$ cat src/rtl/jstk_poll_scheduler.sv
// Poll scheduler: shares one 40-bit SPI master between two joysticks,
// builds LED command words and registers decoded x/y/btn per player.
module jstk_poll_scheduler #(
   parameter int unsigned PERIOD_CYC  = 500000,
   parameter int unsigned GAP_CYC     = 1000,
   parameter int unsigned TIMEOUT_CYC = 8192
) (
   input  logic        clk50M,
   input  logic        rst,
   input  logic        poll_en,
   input  logic [1:0]  led0,
   input  logic [1:0]  led1,
   output logic        spi_start,
   output logic [39:0] spi_tx,
   input  logic [39:0] spi_rx,
   input  logic        spi_done,
   input  logic        spi_cs,
   output logic [1:0]  cs_n,
   output logic [9:0]  x0,
   output logic [9:0]  y0,
   output logic [1:0]  btn0,
   output logic [9:0]  x1,
   output logic [9:0]  y1,
   output logic [1:0]  btn1,
   output logic [1:0]  upd,
   output logic [1:0]  stale
);

   localparam int PW = (PERIOD_CYC  > 1) ? $clog2(PERIOD_CYC)  : 1;
   localparam int TW = (TIMEOUT_CYC > 1) ? $clog2(TIMEOUT_CYC) : 1;
   localparam int GW = (GAP_CYC     > 1) ? $clog2(GAP_CYC)     : 1;

   localparam logic [PW-1:0] PER_LAST = PW'(PERIOD_CYC - 1);
   localparam logic [TW-1:0] TMO_LAST = TW'(TIMEOUT_CYC - 1);
   localparam logic [GW-1:0] GAP_LAST = GW'(GAP_CYC - 1);

   typedef enum logic [1:0] {
      S_IDLE,
      S_START,
      S_WAIT,
      S_GAP
   } state_t;

   state_t state_q, state_d;
   logic   sel_q, sel_d;

   logic [PW-1:0] per_q, per_d;
   logic [TW-1:0] tmr_q, tmr_d;
   logic [GW-1:0] gap_q, gap_d;
   logic [39:0]   tx_q, tx_d;

   logic [1:0][9:0] x_q, x_d;
   logic [1:0][9:0] y_q, y_d;
   logic [1:0][1:0] btn_q, btn_d;
   logic [1:0]      upd_q, upd_d;
   logic [1:0]      stale_q, stale_d;

   logic per_wrap;
   logic round_req;
   logic tmo_hit;
   logic gap_end;

   assign per_wrap  = (per_q == PER_LAST);
   assign round_req = per_wrap & poll_en;
   assign tmo_hit   = (tmr_q == TMO_LAST);
   assign gap_end   = (gap_q == GAP_LAST);

   always_ff @(posedge clk50M) begin
      if (rst) begin
         state_q <= S_IDLE;
         sel_q   <= 1'b0;
         per_q   <= '0;
         tmr_q   <= '0;
         gap_q   <= '0;
         tx_q    <= '0;
         x_q     <= {2{10'd512}};
         y_q     <= {2{10'd512}};
         btn_q   <= '0;
         upd_q   <= '0;
         stale_q <= '0;
      end else begin
         state_q <= state_d;
         sel_q   <= sel_d;
         per_q   <= per_d;
         tmr_q   <= tmr_d;
         gap_q   <= gap_d;
         tx_q    <= tx_d;
         x_q     <= x_d;
         y_q     <= y_d;
         btn_q   <= btn_d;
         upd_q   <= upd_d;
         stale_q <= stale_d;
      end
   end

   // sel only moves on GAP->START so cs_n never switches mid-transfer
   always_comb begin
      state_d = state_q;
      sel_d   = sel_q;
      case (state_q)
         S_IDLE: begin
            if (round_req) begin
               state_d = S_START;
               sel_d   = 1'b0;
            end
         end
         S_START: state_d = S_WAIT;
         S_WAIT: begin
            if (spi_done || tmo_hit) begin
               state_d = S_GAP;
            end
         end
         S_GAP: begin
            if (gap_end) begin
               if (!sel_q) begin
                  sel_d   = 1'b1;
                  state_d = S_START;
               end else begin
                  state_d = S_IDLE;
               end
            end
         end
         default: state_d = S_IDLE;
      endcase
   end

   always_comb begin
      per_d   = per_wrap ? '0 : per_q + PW'(1);
      tmr_d   = (state_q == S_WAIT) ? tmr_q + TW'(1) : '0;
      gap_d   = (state_q == S_GAP) ? gap_q + GW'(1) : '0;
      tx_d    = tx_q;
      x_d     = x_q;
      y_d     = y_q;
      btn_d   = btn_q;
      upd_d   = '0;
      stale_d = stale_q;

      if (state_d == S_START && state_q != S_START) begin
         tx_d = {6'b100000, (sel_d ? led1 : led0), 32'h0};
      end

      // first received byte sits in spi_rx[39:32]
      if (state_q == S_WAIT) begin
         if (spi_done) begin
            x_d[sel_q]     = {spi_rx[25:24], spi_rx[39:32]};
            y_d[sel_q]     = {spi_rx[9:8], spi_rx[23:16]};
            btn_d[sel_q]   = spi_rx[1:0];
            upd_d[sel_q]   = 1'b1;
            stale_d[sel_q] = 1'b0;
         end else if (tmo_hit) begin
            stale_d[sel_q] = 1'b1;
         end
      end
   end

   // chip-selects stay parked high while idle, even if the core is still busy
   always_comb begin
      spi_start = (state_q == S_START);
      cs_n      = 2'b11;
      if (state_q != S_IDLE) begin
         cs_n[sel_q] = spi_cs;
      end
   end

   assign spi_tx = tx_q;
   assign x0     = x_q[0];
   assign y0     = y_q[0];
   assign btn0   = btn_q[0];
   assign x1     = x_q[1];
   assign y1     = y_q[1];
   assign btn1   = btn_q[1];
   assign upd    = upd_q;
   assign stale  = stale_q;

endmodule

$ cat config.mk
export PLATFORM = sky130hd
export DESIGN_NAME = jstk_poll_scheduler
export DESIGN_NICKNAME = d
export VERILOG_FILES = /design/src/rtl/jstk_poll_scheduler.sv
export SDC_FILE = /design/constraint.sdc
export NUM_CORES = 1
export LEC_CHECK = 0
export CAP_MARGIN = 30
export CORE_MARGIN = 2
export CORE_UTILIZATION = 48
export DETAILED_ROUTE_END_ITERATION = 8
export PLACE_DENSITY_LB_ADDON = 0.12
export RECOVER_POWER = 100
export SLEW_MARGIN = 20
export SYNTH_ARGS = -nofsm -noshare
export SYNTH_HDL_FRONTEND = slang
export SYNTH_SLANG_ARGS = --single-unit
$ cat constraint.sdc
create_clock -name clk50M -period 3.9 [get_ports clk50M]
set_input_delay 0.39 -clock clk50M [delete_from_list [all_inputs] [get_ports clk50M]]
set_output_delay 0.39 -clock clk50M [all_outputs]
set_load 0.02 [all_outputs]
==> metrics.md, run 1 <==
| Metric | Value |
|---|---|
| Area fraction of the dominant cell type after synthesis | `48.2%` |
| Leakage | `0.00205 uW` |
| Pin slew with the least headroom to its limit | `1.36 ns` |
| Dpl cells | `578` |
| Max-slew violation count | `0` |
| Final number of hold-violating endpoints | `0` |
| Endpoint of the worst register-to-register path | `x0[9]$_SDFFE_PP1P_` |
| Total number of yosys warnings | `0` |
| Buffers added on ports | `84` |
| Cell area after synthesis | `0.00399 mm^2` |
| Count of antenna diodes in the layout | `0` |
| Share of total power in sequential cells | `54.7%` |
| Ordered cell list for the critical path | `inv_1 -> ha_1 -> or3_1 -> dlygate4sd3_1` |
| Synth Instances | `405` |
| Number of library cell types mapped by synthesis | `45` |
| Max stage delay on crit path | `0.65 ns` |
| Clock tree sinks | `96` |
| Yosys reg bits | `96` |
| Mean Syn Cell Area | `9.85 um^2` |
| Internal power summed over all cells | `1410 uW` |
| Maximum level of the CTS H-tree | `3` |
| Comb pwr share | `5.0%` |
| Clock-pin slew reported for the worst setup and hold paths after clock tree synthesis | `0.09 ns` |
| CP Buf/Inv Count | `2` |
| DRC violations left | `0` |
| Total wire length | `8.19 mm` |
| Number of buffers on the longest clock path | `2` |
| Maximum VDD drop | `0.228 mV` |
| Final TNS setup | `0 ns` |
| Filler-free cell count of the finished design | `594` |
| # resized after CTS | `0` |
| Number of top-level pins | `140` |
| Part of the power in the clock network | `40.3%` |
| Core ar. | `0.00813 mm^2` |
| Post-detailed-route count of antenna-violating nets | `0` |
| CP Data Required Time | `3.51 ns` |
| Wire length of the first global-routing pass | `13.0 mm` |
| Sequential fraction of the synthesis area | `48.2%` |
| Fin crit share | `66.9%` |
| Number of setup violations in the final report | `0` |
| Overall routing resource usage | `18.3%` |
| Number of enable-type register cells in the synthesized netlist | `0` |
| Unrepaired setup endpoints after global routing | `no` |
| Width of the die | `95.1 um` |
| Via density per instance | `5.12` |
| GPL Wtd Cong | `0.745` |
| First element of the critical path | `state_q[0]$_SDFF_PP0_` |
| Worst hold path class | `register to register` |
| Final period demand of the worst path | `2.61 ns` |
| Critical path arrival | `2.22 ns` |
| Startpoint types | `register` |
| Crit-path slowest cell | `sky130_fd_sc_hd__dlygate4sd3_1` |
| Antenna violations before repair | `0` |
| Buffer cell driving the clock tree root | `sky130_fd_sc_hd__clkbuf_8` |
| Maximum clock frequency | `383 MHz` |
| Total power per unit cell area | `361 mW/mm^2` |
| Logic depth of the worst setup path including buffers | `4` |
| CTS hold repair buffers | `0` |
| Cell taking the most area after synthesis | `sky130_fd_sc_hd__dfxtp_1` |
| Average routed wire per standard cell | `13.8 um` |
| Iteration-0 DRC Markers | `60` |
| Cells on worst reg2reg path | `5` |
| Kind of end point of the critical path | `primary output` |
| Number of buffers created by CTS | `9` |
| Source of the worst register-to-register timing path | `state_q[0]$_SDFF_PP0_` |
| Maximum number of pins on one net before global-route repair | `24` |
| Synth Flop Type | `sky130_fd_sc_hd__dfxtp_1` |
| Row count | `33` |
| Final worst hold slack | `0.472 ns` |
| Largest fanout of any net on the critical path | `7` |
| Internal reg-to-reg setup slack | `1.37 ns` |
| Latest clock arrival within the worst-skew pair | `0.35 ns` |
| Via count of the first global-routing pass | `2821` |
| Result of the run | `completed` |
| Worst setup path category | `register to primary output` |
| Minimum setup slack in the final design | `1.29 ns` |
| Termination of the worst setup path | `cs_n[0]` |
| Clk_skew | `0.00877 ns` |
| Proportion of synthesized flip-flops having asynchronous set or reset | `0%` |
| Die H | `95.1 um` |
| Maximum Capacitance Violations | `0` |
| Clock tree from TritonCTS | `yes` |
| Overall via count from detail_route | `3040` |
| Sw Ratio | `21.6%` |
| Net Switching | `389 uW` |
| Post-placement setup slack | `1.35 ns` |
| Effective utilization at floorplan | `49.0%` |
| Growth of design area from synthesis to finish | `24.9%` |
| Die footprint | `0.00905 mm^2` |
| HPWL reported at the end of detailed placement | `5.79 mm` |
| Gate family responsible for the most delay along the worst path | `buffers and inverters` |
| Post-CTS Repair Setup Buffers | `0` |
| Max_slew headroom | `9.54%` |
| Detailed-router iteration count before antenna repair | `4` |
| Share of final-layout standard cells stronger than drive strength 1 | `5.73%` |
| Leftover overflow at the end of global routing | `0` |
| Ranking of synthesized cells by area | `sky130_fd_sc_hd__dfxtp_1, sky130_fd_sc_hd__a22o_1, sky130_fd_sc_hd__buf_4` |
| Final-stage net count | `540` |
## kinds of logic after synthesis
| family | share of synthesized area, % |
|---|---|
| buf+inv | 9.66 |
| simple gates | 17.9 |
| xor+xnor | 7.03 |
| flops | 48.2 |
| other cells | 0.0940 |
| compound gates | 14.9 |
| fa+ha+maj | 2.20 |
## Yosys cell counts, types with 2 or more instances
master,count
sky130_fd_sc_hd__a21oi_1,10
sky130_fd_sc_hd__nor3_1,2
sky130_fd_sc_hd__a22o_1,40
sky130_fd_sc_hd__nand4_1,8
sky130_fd_sc_hd__a22oi_1,2
sky130_fd_sc_hd__buf_2,4
sky130_fd_sc_hd__and2_1,2
sky130_fd_sc_hd__xnor2_1,11
sky130_fd_sc_hd__buf_4,37
sky130_fd_sc_hd__and3_1,10
sky130_fd_sc_hd__a311oi_1,2
sky130_fd_sc_hd__clkbuf_1,11
sky130_fd_sc_hd__nor4b_2,2
sky130_fd_sc_hd__o21a_1,2
sky130_fd_sc_hd__nand3_1,16
sky130_fd_sc_hd__o21ai_0,9
sky130_fd_sc_hd__inv_1,8
sky130_fd_sc_hd__or3_1,5
sky130_fd_sc_hd__nand2_1,12
sky130_fd_sc_hd__nand3b_1,3
sky130_fd_sc_hd__nand2b_1,4
sky130_fd_sc_hd__nor2_1,46
sky130_fd_sc_hd__and4bb_2,2
sky130_fd_sc_hd__a31oi_1,5
sky130_fd_sc_hd__nor2b_1,6
sky130_fd_sc_hd__ha_1,7
sky130_fd_sc_hd__and3_2,2
sky130_fd_sc_hd__xor2_1,21
sky130_fd_sc_hd__and4_1,5
sky130_fd_sc_hd__dfxtp_1,96
## power by group through the flow
stage | clock network (uW) | registers, uW | logic (uW)
2_1_floorplan | 0 | 1010 | 77.5
3_3_place_gp | 0 | 1010 | 87.1
3_5_place_dp | 0 | 1010 | 89.6
4_1_cts | 746 | 984 | 89.9
5_1_grt | 783 | 985 | 97.7
6_report | 726 | 984 | 89.5
## final cells by class
type	instances	area [um^2]
fillers	701	3150
flip-flops and latches	96	1920
well taps	105	131
clock buffers	11	151
repair buffers	86	863
multi-input cells	283	1800
clock inverters	5	78.8
inverters	8	30.0
## worst min-delay path by stage
stage	startpoint	endpoint	slack [ns]	cells after the start
2_1_floorplan	per_q[0]$_SDFF_PP0_	per_q[0]$_SDFF_PP0_	0.43	1
3_3_place_gp	tmr_q[0]$_SDFF_PP0_	tmr_q[0]$_SDFF_PP0_	0.44	1
3_5_place_dp	register	register	0.45	1
4_1_cts	tmr_q[0]$_SDFF_PP0_	tmr_q[0]$_SDFF_PP0_	0.48	1
5_1_grt	gap_q[0]$_SDFF_PP0_	gap_q[0]$_SDFF_PP0_	0.50	1
6_report	gap_q[0]$_SDFF_PP0_	gap_q[0]$_SDFF_PP0_	0.47	1
## registers in the layout (all words and copies together) (netlist names), named ones only
register	flops
per_q	19
tmr_q	13
gap_q	10
x0	10
x1	10
y0	10
y1	10
spi_tx	3
btn0	2
btn1	2
state_q	2
upd	2
## layer usage
metal  track usage [%]  vias to the layer above  wire [um]
li1                  -                     1512          -
met1              22.8                     1452       3670
met2              29.6                       68       3950
met3              5.22                        8        469
met4              7.85                        0         97
met5                 0                        -          0
## per-stage QoR
stage                     instance area [um^2]  total power [uW]  utilization, %
after CTS                                 5000              1820            61.5
after global placement                    4760              1090            58.5
final                                     4980              1800            61.2
after floorplan                           4120              1080               -
after detailed placement                  4770              1100            58.7
after global routing                      4980              1870            61.2
## cells in the final DEF (no fill, tap or decap), types with 9 or more instances in the layout
cell,instances
sky130_fd_sc_hd__nor2_1,46
sky130_fd_sc_hd__clkdlybuf4s50_1,29
sky130_fd_sc_hd__dlygate4sd3_1,55
sky130_fd_sc_hd__clkbuf_8,11
sky130_fd_sc_hd__conb_1,37
sky130_fd_sc_hd__a21oi_1,10
sky130_fd_sc_hd__and3_1,10
sky130_fd_sc_hd__o21ai_0,9
sky130_fd_sc_hd__nand3_1,16
sky130_fd_sc_hd__xnor2_1,11
sky130_fd_sc_hd__dfxtp_1,96
sky130_fd_sc_hd__xor2_1,21
sky130_fd_sc_hd__a22o_1,40
sky130_fd_sc_hd__nand2_1,12
Power figures use the tool's default switching activity.
==> inputs of run 2 (changes only) <==
--- a/config.mk
+++ b/config.mk
@@ -7,7 +7,7 @@
 export LEC_CHECK = 0
 export CAP_MARGIN = 30
 export CORE_MARGIN = 2
-export CORE_UTILIZATION = 48
+export CORE_UTILIZATION = 41
 export DETAILED_ROUTE_END_ITERATION = 8
 export PLACE_DENSITY_LB_ADDON = 0.12
 export RECOVER_POWER = 100
==> constraint.sdc (replaced) <==
create_clock -name clk50M -period 2.1 [get_ports clk50M]
set_input_delay 0.21 -clock clk50M [delete_from_list [all_inputs] [get_ports clk50M]]
set_output_delay 0.21 -clock clk50M [all_outputs]
set_load 0.02 [all_outputs]
==> metrics.md, run 2 (synthesized netlist as in run 1, its figures left out) <==
| Metric | Value |
|---|---|
| Die H | `103 um` |
| Final TNS setup | `0 ns` |
| Number of top-level pins | `140` |
| Max_slew headroom | `58.8%` |
| Wire length of the first global-routing pass | `13.9 mm` |
| Growth of design area from synthesis to finish | `27.0%` |
| Dpl cells | `609` |
| Buffer cell driving the clock tree root | `sky130_fd_sc_hd__clkbuf_8` |
| Largest reg by FF count | `per_q` |
| Latest clock arrival within the worst-skew pair | `0.36 ns` |
| Via density per instance | `4.81` |
| Average routed wire per standard cell | `13.6 um` |
| Overall via count from detail_route | `3014` |
| Share of final-layout standard cells stronger than drive strength 1 | `7.85%` |
| Iteration-0 DRC Markers | `78` |
| Overall routing resource usage | `16.7%` |
| Leftover overflow at the end of global routing | `0` |
| GPL Wtd Cong | `0.799` |
| Maximum number of pins on one net before global-route repair | `24` |
| Largest registers | `per_q x19, tmr_q x13` |
| Buffers added on ports | `84` |
| Final period demand of the worst path | `1.99 ns` |
| Clock-pin slew reported for the worst setup and hold paths after clock tree synthesis | `0.10 ns` |
| HPWL reported at the end of detailed placement | `6.09 mm` |
| Clock tree from TritonCTS | `yes` |
| Via count of the first global-routing pass | `2847` |
| Leakage | `0.00207 uW` |
| Fin crit share | `94.6%` |
| Worst setup path category | `register to primary output` |
| Clock tree sinks | `96` |
| Most common cell after layout, fill and taps aside | `sky130_fd_sc_hd__dfxtp_1` |
| Total wire length | `8.53 mm` |
| Number of buffers created by CTS | `9` |
| Detailed-router iteration count before antenna repair | `4` |
| Post-detailed-route count of antenna-violating nets | `0` |
| Critical path arrival | `1.78 ns` |
| Top library cells by usage in the layout, fill and taps aside | `sky130_fd_sc_hd__dfxtp_1, sky130_fd_sc_hd__dlygate4sd3_1, sky130_fd_sc_hd__nor2_1, sky130_fd_sc_hd__a22o_1, sky130_fd_sc_hd__conb_1` |
| Number of buffers on the longest clock path | `2` |
| Largest fanout of any net on the critical path | `5` |
| DRC violations left | `0` |
| Clk_skew | `0.00839 ns` |
| Effective utilization at floorplan | `42.7%` |
| Number of setup violations in the final report | `0` |
| Maximum level of the CTS H-tree | `3` |
| CP Data Required Time | `1.89 ns` |
| Row count | `35` |
| Result of the run | `completed` |
| Width of the die | `103 um` |
| Final-stage net count | `548` |
| Maximum Capacitance Violations | `0` |
| Number of flip-flops in the largest register | `19` |
| Startpoint types | `register` |
| Max-slew violation count | `0` |
| Worst hold path class | `input pin to register` |
| Count of antenna diodes in the layout | `0` |
| Filler-free cell count of the finished design | `626` |
| Final number of hold-violating endpoints | `0` |
| Die footprint | `0.0105 mm^2` |
| Maximum VDD drop | `0.465 mV` |
| Maximum clock frequency | `503 MHz` |
| Core ar. | `0.00933 mm^2` |
| Kind of end point of the critical path | `primary output` |
| Antenna violations before repair | `0` |
| Unrepaired setup endpoints after global routing | `no` |
| Pin slew with the least headroom to its limit | `0.616 ns` |
| Total power per unit cell area | `623 mW/mm^2` |
[run 2: changes by cell type in the layout (fill, tap and decap cells not counted), sizes merged, moves of 2 or more]
cell         before  now
bufinv            2    0
dlygate4sd3      55   52
clkbuf           11   14
buf               2    6
dlygate4sd2       0    2
clkinv            3    1
inv               8   12
[run 2: stage by stage]
step | total power, uW | utilization [%] | cell area, um^2 | setup slack, ns | hold slack, ns
2_1_floorplan | 2010 | - | 4120 | 0.350 | 0.336
3_3_place_gp | 2040 | 52.2 | 4860 | 0.0893 | 0.441
3_5_place_dp | 2040 | 52.3 | 4880 | 0.186 | 0.446
4_1_cts | 3200 | 54.3 | 5060 | 0.0613 | 0.407
5_1_grt | 3300 | 54.3 | 5060 | 0.00858 | 0.408
6_report | 3160 | 54.3 | 5060 | 0.114 | 0.422
[run 2: metal layers]
metal  up-vias  wire (um)  GRT usage [%]
met5         -          0              0
met4         0        104           4.82
met3         9        478           5.83
met2        78       4080           26.3
met1      1403       3860           21.9
li1       1524          -              -
[run 2: final timing paths]
path                         start                      end  slack, ns  cells after the start
max          state_q[1]$_SDFF_PP0_                spi_start       0.11                      3
min                      spi_rx[9]       y0[9]$_SDFFE_PP1P_       0.42                      3
max reg2reg  state_q[1]$_SDFF_PP0_  spi_tx[32]$_SDFFE_PP0P_       0.22                      7
min reg2reg    gap_q[0]$_SDFF_PP0_      gap_q[0]$_SDFF_PP0_       0.46                      1
[run 2: timing repair]
action,CTS,global route
hold endpoints to repair,0,0
gates cloned,0,0
endpoints found under the setup margin,2,4
hold buffers,0,0
setup buffers,0,1
pin swaps,0,2
resized for setup,2,1
[run 2: worst max-delay path, cell delays in order (launching register included)]
cell	delay (ns)
sky130_fd_sc_hd__dfxtp_1	0.43
sky130_fd_sc_hd__inv_1	0.10
sky130_fd_sc_hd__ha_1	0.23
sky130_fd_sc_hd__dlygate4sd3_1	0.66
[run 2: where the power goes]
part / switching [uW] / internal, uW / total [uW]
Clock: 675 / 483 / 1160
Sequential: 4.01 / 1820 / 1830
Combinational: 106 / 64.7 / 171
Total: 785 / 2370 / 3160
[run 2: final cells by class]
class | instances | area, um^2
clock buffers | 10 | 138
clock inverters | 6 | 50.0
fillers | 865 | 4260
inverters | 8 | 30.0
multi-input cells | 283 | 1830
flip-flops and latches | 96 | 1920
well taps | 129 | 161
repair buffers | 94 | 937
